`config.mk`:
```
export PLATFORM = sky130hd
export DESIGN_NAME = bsrk_i2c_calc
export DESIGN_NICKNAME = d
export VERILOG_FILES = /design/src/rtl/bsrk_i2c_calc.sv
export SDC_FILE = /design/constraint.sdc
export NUM_CORES = 1
export LEC_CHECK = 0
export CORE_MARGIN = 2
export CORE_UTILIZATION = 35
export CTS_CLUSTER_SIZE = 24
export DETAILED_ROUTE_END_ITERATION = 12
export GPL_ROUTABILITY_DRIVEN = 0
export PLACE_DENSITY = 0.49
export SLEW_MARGIN = 25
export SYNTH_ARGS = -nofsm -noshare
export SYNTH_HDL_FRONTEND = slang
export SYNTH_SLANG_ARGS = --single-unit
```
`constraint.sdc`:
```
create_clock -name clk -period 3.8 [get_ports clk]
set_input_delay 0.57 -clock clk [delete_from_list [all_inputs] [get_ports clk]]
set_output_delay 0.57 -clock clk [all_outputs]
set_load 0.05 [all_outputs]
```
`src/rtl/bsrk_i2c_calc.sv`:
```
// I2C target at I2C_ADDR in front of an 8-bit calculator register file (A, B, OP -> 16-bit RES, ovf).
// Latency: RES/ovf settle 1 clk after a write to A, B or OP; SDA moves ~SYNC_STG+1 clks after SCL falls.
// Backpressure: none, SCL is never stretched. Define CALC_MUL_EN to build the OP=3 multiplier.
module bsrk_i2c_calc #(
  parameter logic [6:0] I2C_ADDR = 7'h42,
  parameter int         SYNC_STG = 2
) (
  input  logic       clk,
  input  logic       rst_n,
  input  logic       ena,
  input  logic [7:0] ui_in,
  output logic [7:0] uo_out,
  input  logic [7:0] uio_in,
  output logic [7:0] uio_out,
  output logic [7:0] uio_oe
);

  typedef enum logic [3:0] {
    IDLE, ADDR, ADDR_ACK, PTR, PTR_ACK, WDATA, WDATA_ACK, RDATA, RDATA_ACK
  } state_t;

  logic [SYNC_STG-1:0] scl_sync, sda_sync;
  logic scl_s, sda_s, scl_q, sda_q;
  logic start_det, stop_det, scl_rise, scl_fall;

  state_t     state, state_nxt;
  logic [7:0] sh, sh_nxt;
  logic [2:0] bit_cnt, cnt_nxt;
  logic       done, done_nxt;
  logic [2:0] ptr, ptr_nxt;
  logic       rw, rw_nxt;
  logic       sda_low, sda_nxt;
  logic       wr_en;

  logic [7:0]  a, b;
  logic [1:0]  op;
  logic [15:0] res, calc_res;
  logic        ovf, calc_ovf, upd;
  logic [8:0]  sum9, dif9;
  logic [7:0]  rmap [8];
  logic [7:0]  rd_cur, rd_next;

  logic unused;
  assign unused = &{1'b0, ena, ui_in[7:1], uio_in[7:3], uio_in[0]};

  // Synchronisers idle high so leaving reset on an idle bus creates no edges.
  always_ff @(posedge clk or negedge rst_n) begin
    if (!rst_n) begin
      scl_sync <= '1;
      sda_sync <= '1;
      scl_q    <= 1'b1;
      sda_q    <= 1'b1;
    end else begin
      scl_sync <= {scl_sync[SYNC_STG-2:0], uio_in[2]};
      sda_sync <= {sda_sync[SYNC_STG-2:0], uio_in[1]};
      scl_q    <= scl_s;
      sda_q    <= sda_s;
    end
  end

  assign scl_s     = scl_sync[SYNC_STG-1];
  assign sda_s     = sda_sync[SYNC_STG-1];
  assign start_det = scl_q & scl_s & sda_q & ~sda_s;
  assign stop_det  = scl_q & scl_s & ~sda_q & sda_s;
  assign scl_rise  = ~scl_q & scl_s;
  assign scl_fall  = scl_q & ~scl_s;

  always_comb begin
    rmap[0] = a;
    rmap[1] = b;
    rmap[2] = {6'b0, op};
    rmap[3] = res[7:0];
    rmap[4] = res[15:8];
    rmap[5] = {7'b0, ovf};
    rmap[6] = 8'h00;
    rmap[7] = 8'h00;
  end

  assign rd_cur  = rmap[ptr];
  assign rd_next = rmap[ptr + 3'd1];

  always_ff @(posedge clk or negedge rst_n) begin
    if (!rst_n) state <= IDLE;
    else        state <= state_nxt;
  end

  always_comb begin
    state_nxt = state;
    sh_nxt    = sh;
    cnt_nxt   = bit_cnt;
    done_nxt  = done;
    ptr_nxt   = ptr;
    rw_nxt    = rw;
    sda_nxt   = sda_low;
    wr_en     = 1'b0;
    if (start_det) begin
      state_nxt = ADDR;
      cnt_nxt   = 3'd0;
      done_nxt  = 1'b0;
      sda_nxt   = 1'b0;
    end else if (stop_det) begin
      state_nxt = IDLE;
      done_nxt  = 1'b0;
      sda_nxt   = 1'b0;
    end else begin
      case (state)
        ADDR, PTR, WDATA: begin
          if (scl_rise && !done) begin
            sh_nxt   = {sh[6:0], sda_s};
            cnt_nxt  = bit_cnt + 3'd1;
            done_nxt = (bit_cnt == 3'd7);
          end else if (scl_fall && done) begin
            // Byte complete: decide on the fall so the ACK is driven for the whole 9th clock.
            done_nxt = 1'b0;
            case (state)
              ADDR: begin
                if (sh[7:1] == I2C_ADDR) begin
                  state_nxt = ADDR_ACK;
                  rw_nxt    = sh[0];
                  sda_nxt   = 1'b1;
                end else begin
                  state_nxt = IDLE;
                  sda_nxt   = 1'b0;
                end
              end
              PTR: begin
                state_nxt = PTR_ACK;
                ptr_nxt   = sh[2:0];
                sda_nxt   = 1'b1;
              end
              default: begin
                state_nxt = WDATA_ACK;
                wr_en     = 1'b1;
                ptr_nxt   = ptr + 3'd1;
                sda_nxt   = 1'b1;
              end
            endcase
          end
        end
        ADDR_ACK: begin
          if (scl_fall) begin
            cnt_nxt  = 3'd0;
            done_nxt = 1'b0;
            if (rw) begin
              state_nxt = RDATA;
              sh_nxt    = rd_cur;
              sda_nxt   = ~rd_cur[7];
            end else begin
              state_nxt = PTR;
              sda_nxt   = 1'b0;
            end
          end
        end
        PTR_ACK, WDATA_ACK: begin
          if (scl_fall) begin
            state_nxt = WDATA;
            cnt_nxt   = 3'd0;
            sda_nxt   = 1'b0;
          end
        end
        RDATA: begin
          if (scl_rise && !done) begin
            cnt_nxt  = bit_cnt + 3'd1;
            done_nxt = (bit_cnt == 3'd7);
          end else if (scl_fall) begin
            if (done) begin
              state_nxt = RDATA_ACK;
              done_nxt  = 1'b0;
              sda_nxt   = 1'b0;
            end else begin
              sh_nxt  = {sh[6:0], 1'b0};
              sda_nxt = ~sh[6];
            end
          end
        end
        RDATA_ACK: begin
          // done marks a host ACK seen on the rise; the next byte starts on the fall.
          if (scl_rise) begin
            if (sda_s) state_nxt = IDLE;
            else       done_nxt  = 1'b1;
          end else if (scl_fall && done) begin
            state_nxt = RDATA;
            ptr_nxt   = ptr + 3'd1;
            sh_nxt    = rd_next;
            sda_nxt   = ~rd_next[7];
            cnt_nxt   = 3'd0;
            done_nxt  = 1'b0;
          end
        end
        default: ;
      endcase
    end
  end

  always_ff @(posedge clk or negedge rst_n) begin
    if (!rst_n) begin
      sh      <= 8'h00;
      bit_cnt <= 3'd0;
      done    <= 1'b0;
      ptr     <= 3'd0;
      rw      <= 1'b0;
      sda_low <= 1'b0;
    end else begin
      sh      <= sh_nxt;
      bit_cnt <= cnt_nxt;
      done    <= done_nxt;
      ptr     <= ptr_nxt;
      rw      <= rw_nxt;
      sda_low <= sda_nxt;
    end
  end

  always_ff @(posedge clk or negedge rst_n) begin
    if (!rst_n) begin
      a  <= 8'h00;
      b  <= 8'h00;
      op <= 2'd0;
    end else if (wr_en) begin
      case (ptr)
        3'd0:    a  <= sh;
        3'd1:    b  <= sh;
        3'd2:    op <= sh[1:0];
        default: ;
      endcase
    end
  end

  always_comb begin
    sum9     = {1'b0, a} + {1'b0, b};
    dif9     = {1'b0, a} - {1'b0, b};
    calc_res = 16'h0000;
    calc_ovf = 1'b0;
    case (op)
      2'd0: begin
        calc_res = {7'b0, sum9};
        calc_ovf = sum9[8];
      end
      2'd1: begin
        calc_res = {{7{dif9[8]}}, dif9};
        calc_ovf = dif9[8];
      end
      2'd2: calc_res = {a | b, a & b};
      default: begin
`ifdef CALC_MUL_EN
        calc_res = 16'(a) * 16'(b);
`else
        calc_res = 16'h0000;
`endif
      end
    endcase
  end

  always_ff @(posedge clk or negedge rst_n) begin
    if (!rst_n) begin
      upd <= 1'b0;
      res <= 16'h0000;
      ovf <= 1'b0;
    end else begin
      upd <= wr_en && (ptr < 3'd3);
      if (upd) begin
        res <= calc_res;
        ovf <= calc_ovf;
      end
    end
  end

  assign uo_out  = ui_in[0] ? res[15:8] : res[7:0];
  assign uio_out = 8'h00;
  assign uio_oe  = {6'b0, sda_low, 1'b0};

endmodule

```
==> flow_summary.json <==
{
  "outcome": "finished clean",
  "synthTopCellsByCount": "dfrtp_1, nand2_1, o21ai_0",
  "synth_cell_types": 67,
  "path_common_cell": "clkdlybuf4s50_1",
  "relSlewSlack_pct": 40.0,
  "skew_ns": 0.00633,
  "p_sw_uw": 1380,
  "drt-vias-per-instance": 5.57,
  "finalPower_uw": 3280,
  "num_vias": 4023,
  "yosysMostFrequentCell": "dfrtp_1",
  "cp.required_ns": 3.23,
  "worst_slew_pin_slew_ns": 0.900,
  "grt_overflow": 0,
  "max_cap_violations": 0,
  "critical_path_class": "in2out",
  "synth_edf_count": 0,
  "cts_hold_buf": 0,
  "grt_pass1_vias": 3903,
  "die_w_um": 122,
  "p_int_uw": 1900,
  "multiInputGateArea_um2": 2970,
  "arrival_ns": 2.51,
  "fmax_mhz": 324,
  "area_growth_syn_to_layout_pct": 11.3,
  "path_depth": 3,
  "cp_top_family": "buffers and inverters",
  "cp_max_fo": 13,
  "timing.hold.ws_ns": 0.356,
  "final_hold_viol_count": 0,
  "ir_drop_mv": 0.287,
  "rr_worst_depth": 9,
  "crit_buf_inv": 2,
  "power_frac_seq_pct": 32.2,
  "reg2reg_to": "res[8]$_DFFE_PN0P_",
  "post-route-min-period_ns": 3.08,
  "dr.pass1.iters": 5,
  "p_leak_uw": 0.00216,
  "antenna_cells": 0,
  "fin_ws_ns": 0.718,
  "grt_max_degree": 39,
  "crit_slowest_cell": "clkdlybuf4s50_1",
  "drt-initial-drc-count": 274,
  "hold_class": "in2async",
  "ant_nets": 0,
  "setup_viol": 0,
  "cts_sinks": 63,
  "place_hpwl_um": 9320,
  "yosysTopAreaCell": "dfrtp_1",
  "slowest_delay_ns": 0.83,
  "r2r_slack_ns": 0.92,
  "wl_um": 13100,
  "root_buffer": "clkbuf_16",
  "cts_tree": "built",
  "clk_latency_ns": 0.34,
  "regArea_um2": 1580,
  "clk_pin_slew_ns": 0.05,
  "period_share_pct": 81.1,
  "port_buffers": 13,
  "synth.avg_cell_area_um2": 9.10,
  "synth_area_leaders": "dfrtp_1, ha_1, mux2_2, o21ai_0, nand2_1",
  "cts_resized": 0,
  "core.rowCount": 43,
  "ys_seq_elements": 63,
  "core-area_um2": 13700,
  "combPwrFrac_pct": 40.8,
  "dieArea_um2": 14900,
  "rsz0062_at_grt": "false",
  "p_per_area_nw_per_um2": 605,
  "top_level_ports": 43,
  "end_kind": "primary output",
  "yosysSeqAreaShare_pct": 32.5,
  "finalSetupTns_ns": 0,
  "async_reset_ff_share_pct": 100,
  "die_h_um": 122,
  "startpoint_type": "input pin",
  "routedWlPerCell_um": 18.2,
  "h-tree-depth": 3,
  "power_frac_clock_pct": 27.0,
  "fillers": 1363,
  "grtUsageTotal_pct": 18.8,
  "synth_area_um2": 4870,
  "cts.path.max_buffers": 2,
  "dp_slack_ns": 0.703,
  "synth_top_area_share_pct": 29.3,
  "yosysWarnings": 0,
  "synth_cells": 535,
  "grt_pass1_wl_um": 21400,
  "cts_inserted_buffers": 9,
  "p_sw_share_pct": 42.0,
  "drc": 0,
  "finalNetCount": 590,
  "worstPathCellList": "clkdlybuf4s50_1, mux2_2, clkdlybuf4s50_1",
  "ys.flop_type": "dfrtp_1",
  "post_cts_buffers": 0,
  "reg2reg_from": "a[0]$_DFFE_PN0P_",
  "initial_core_util_pct": 35.5,
  "drv_slew": 0,
  "antenna_found_initial": 0,
  "drive_gt1_share_pct": 15.3
}
power groups by stage:
stage / registers (uW) / clock network (uW) / logic [uW]
after global routing: 1080 / 924 / 1480
after floorplan: 937 / 0 / 1090
after global placement: 1060 / 0 / 1310
after detailed placement: 1060 / 0 / 1330
final: 1050 / 885 / 1340
after CTS: 1050 / 896 / 1330
layer usage:
layer  track usage, %  vias to the layer above  wire length [um]
met2             28.6                      132              5990
met3             2.90                       21               641
met1             26.7                     1966              6230
li1                 -                     1904                 -
met5                0                        -                 0
met4             7.61                        0               267
flip-flops by register name, summed over array words and instances (netlist names):
signal	flops
a	8
b	8
bit_cnt	3
done	1
op	2
ovf	1
ptr	3
res	16
rw	1
scl_q	1
scl_sync	2
sda_low	1
sda_q	1
sda_sync	2
sh	8
state	4
upd	1
through the flow:
stage	instance area [um^2]	utilization [%]	cells
after floorplan	4920	-	549
after global placement	5100	37.2	706
after detailed placement	5100	37.2	706
after CTS	5420	39.5	722
after global routing	5420	39.5	722
final	5420	39.5	722
kinds of logic (layout without fill, tap and decap cells):
kind of cell,after synthesis,after routing,share of synthesized area [%]
simple gates,154,154,17.3
compound gates,147,147,20.0
buf+inv,78,71,7.63
flops,63,63,32.5
mux,48,48,11.7
fa+ha+maj,34,34,9.04
xor+xnor,10,10,1.80
other cells,1,15,0.0770
how the worst max path moves through the flow:
stage          slack [ns]          startpoint                end
3_5_place_dp         0.70            ui_in[0]          uo_out[7]
5_1_grt              0.65            ui_in[0]          uo_out[1]
3_3_place_gp         0.70            ui_in[0]          uo_out[1]
2_1_floorplan        1.26  ptr[1]$_DFFE_PN0P_  sh[0]$_DFFE_PN0P_
4_1_cts              0.70            ui_in[0]          uo_out[7]
6_report             0.72            ui_in[0]          uo_out[7]
final cells by class:
class                      instances  share of cell area (%)
clock buffer                      12                    4.92
multi-input combinational        408                    54.8
sequential                        63                    29.2
clock inverter                     4                   0.970
tap                              180                    4.16
timing repair buffer              23                    3.69
inverter                          32                    2.22
cell usage in the layout, fill, tap and decap left out, drive strengths merged, types with 5 or more instances in the layout:
master and count:
nor2b 6, a21oi 26, mux2 31, inv 32, nor3 6, o311ai 10
nand3 10, clkbuf 12, xnor2 8, mux2i 13, dfrtp 57, dfstp 6
a31oi 15, o21ai 40, nor3b 5, clkdlybuf4s50 12, conb 15, ha 32
buf 11, nand4 5, a211oi 6, nand2b 15, nor2 38, nand2 48
o211ai 6, a32oi 10
Power figures use the tool's default switching activity.
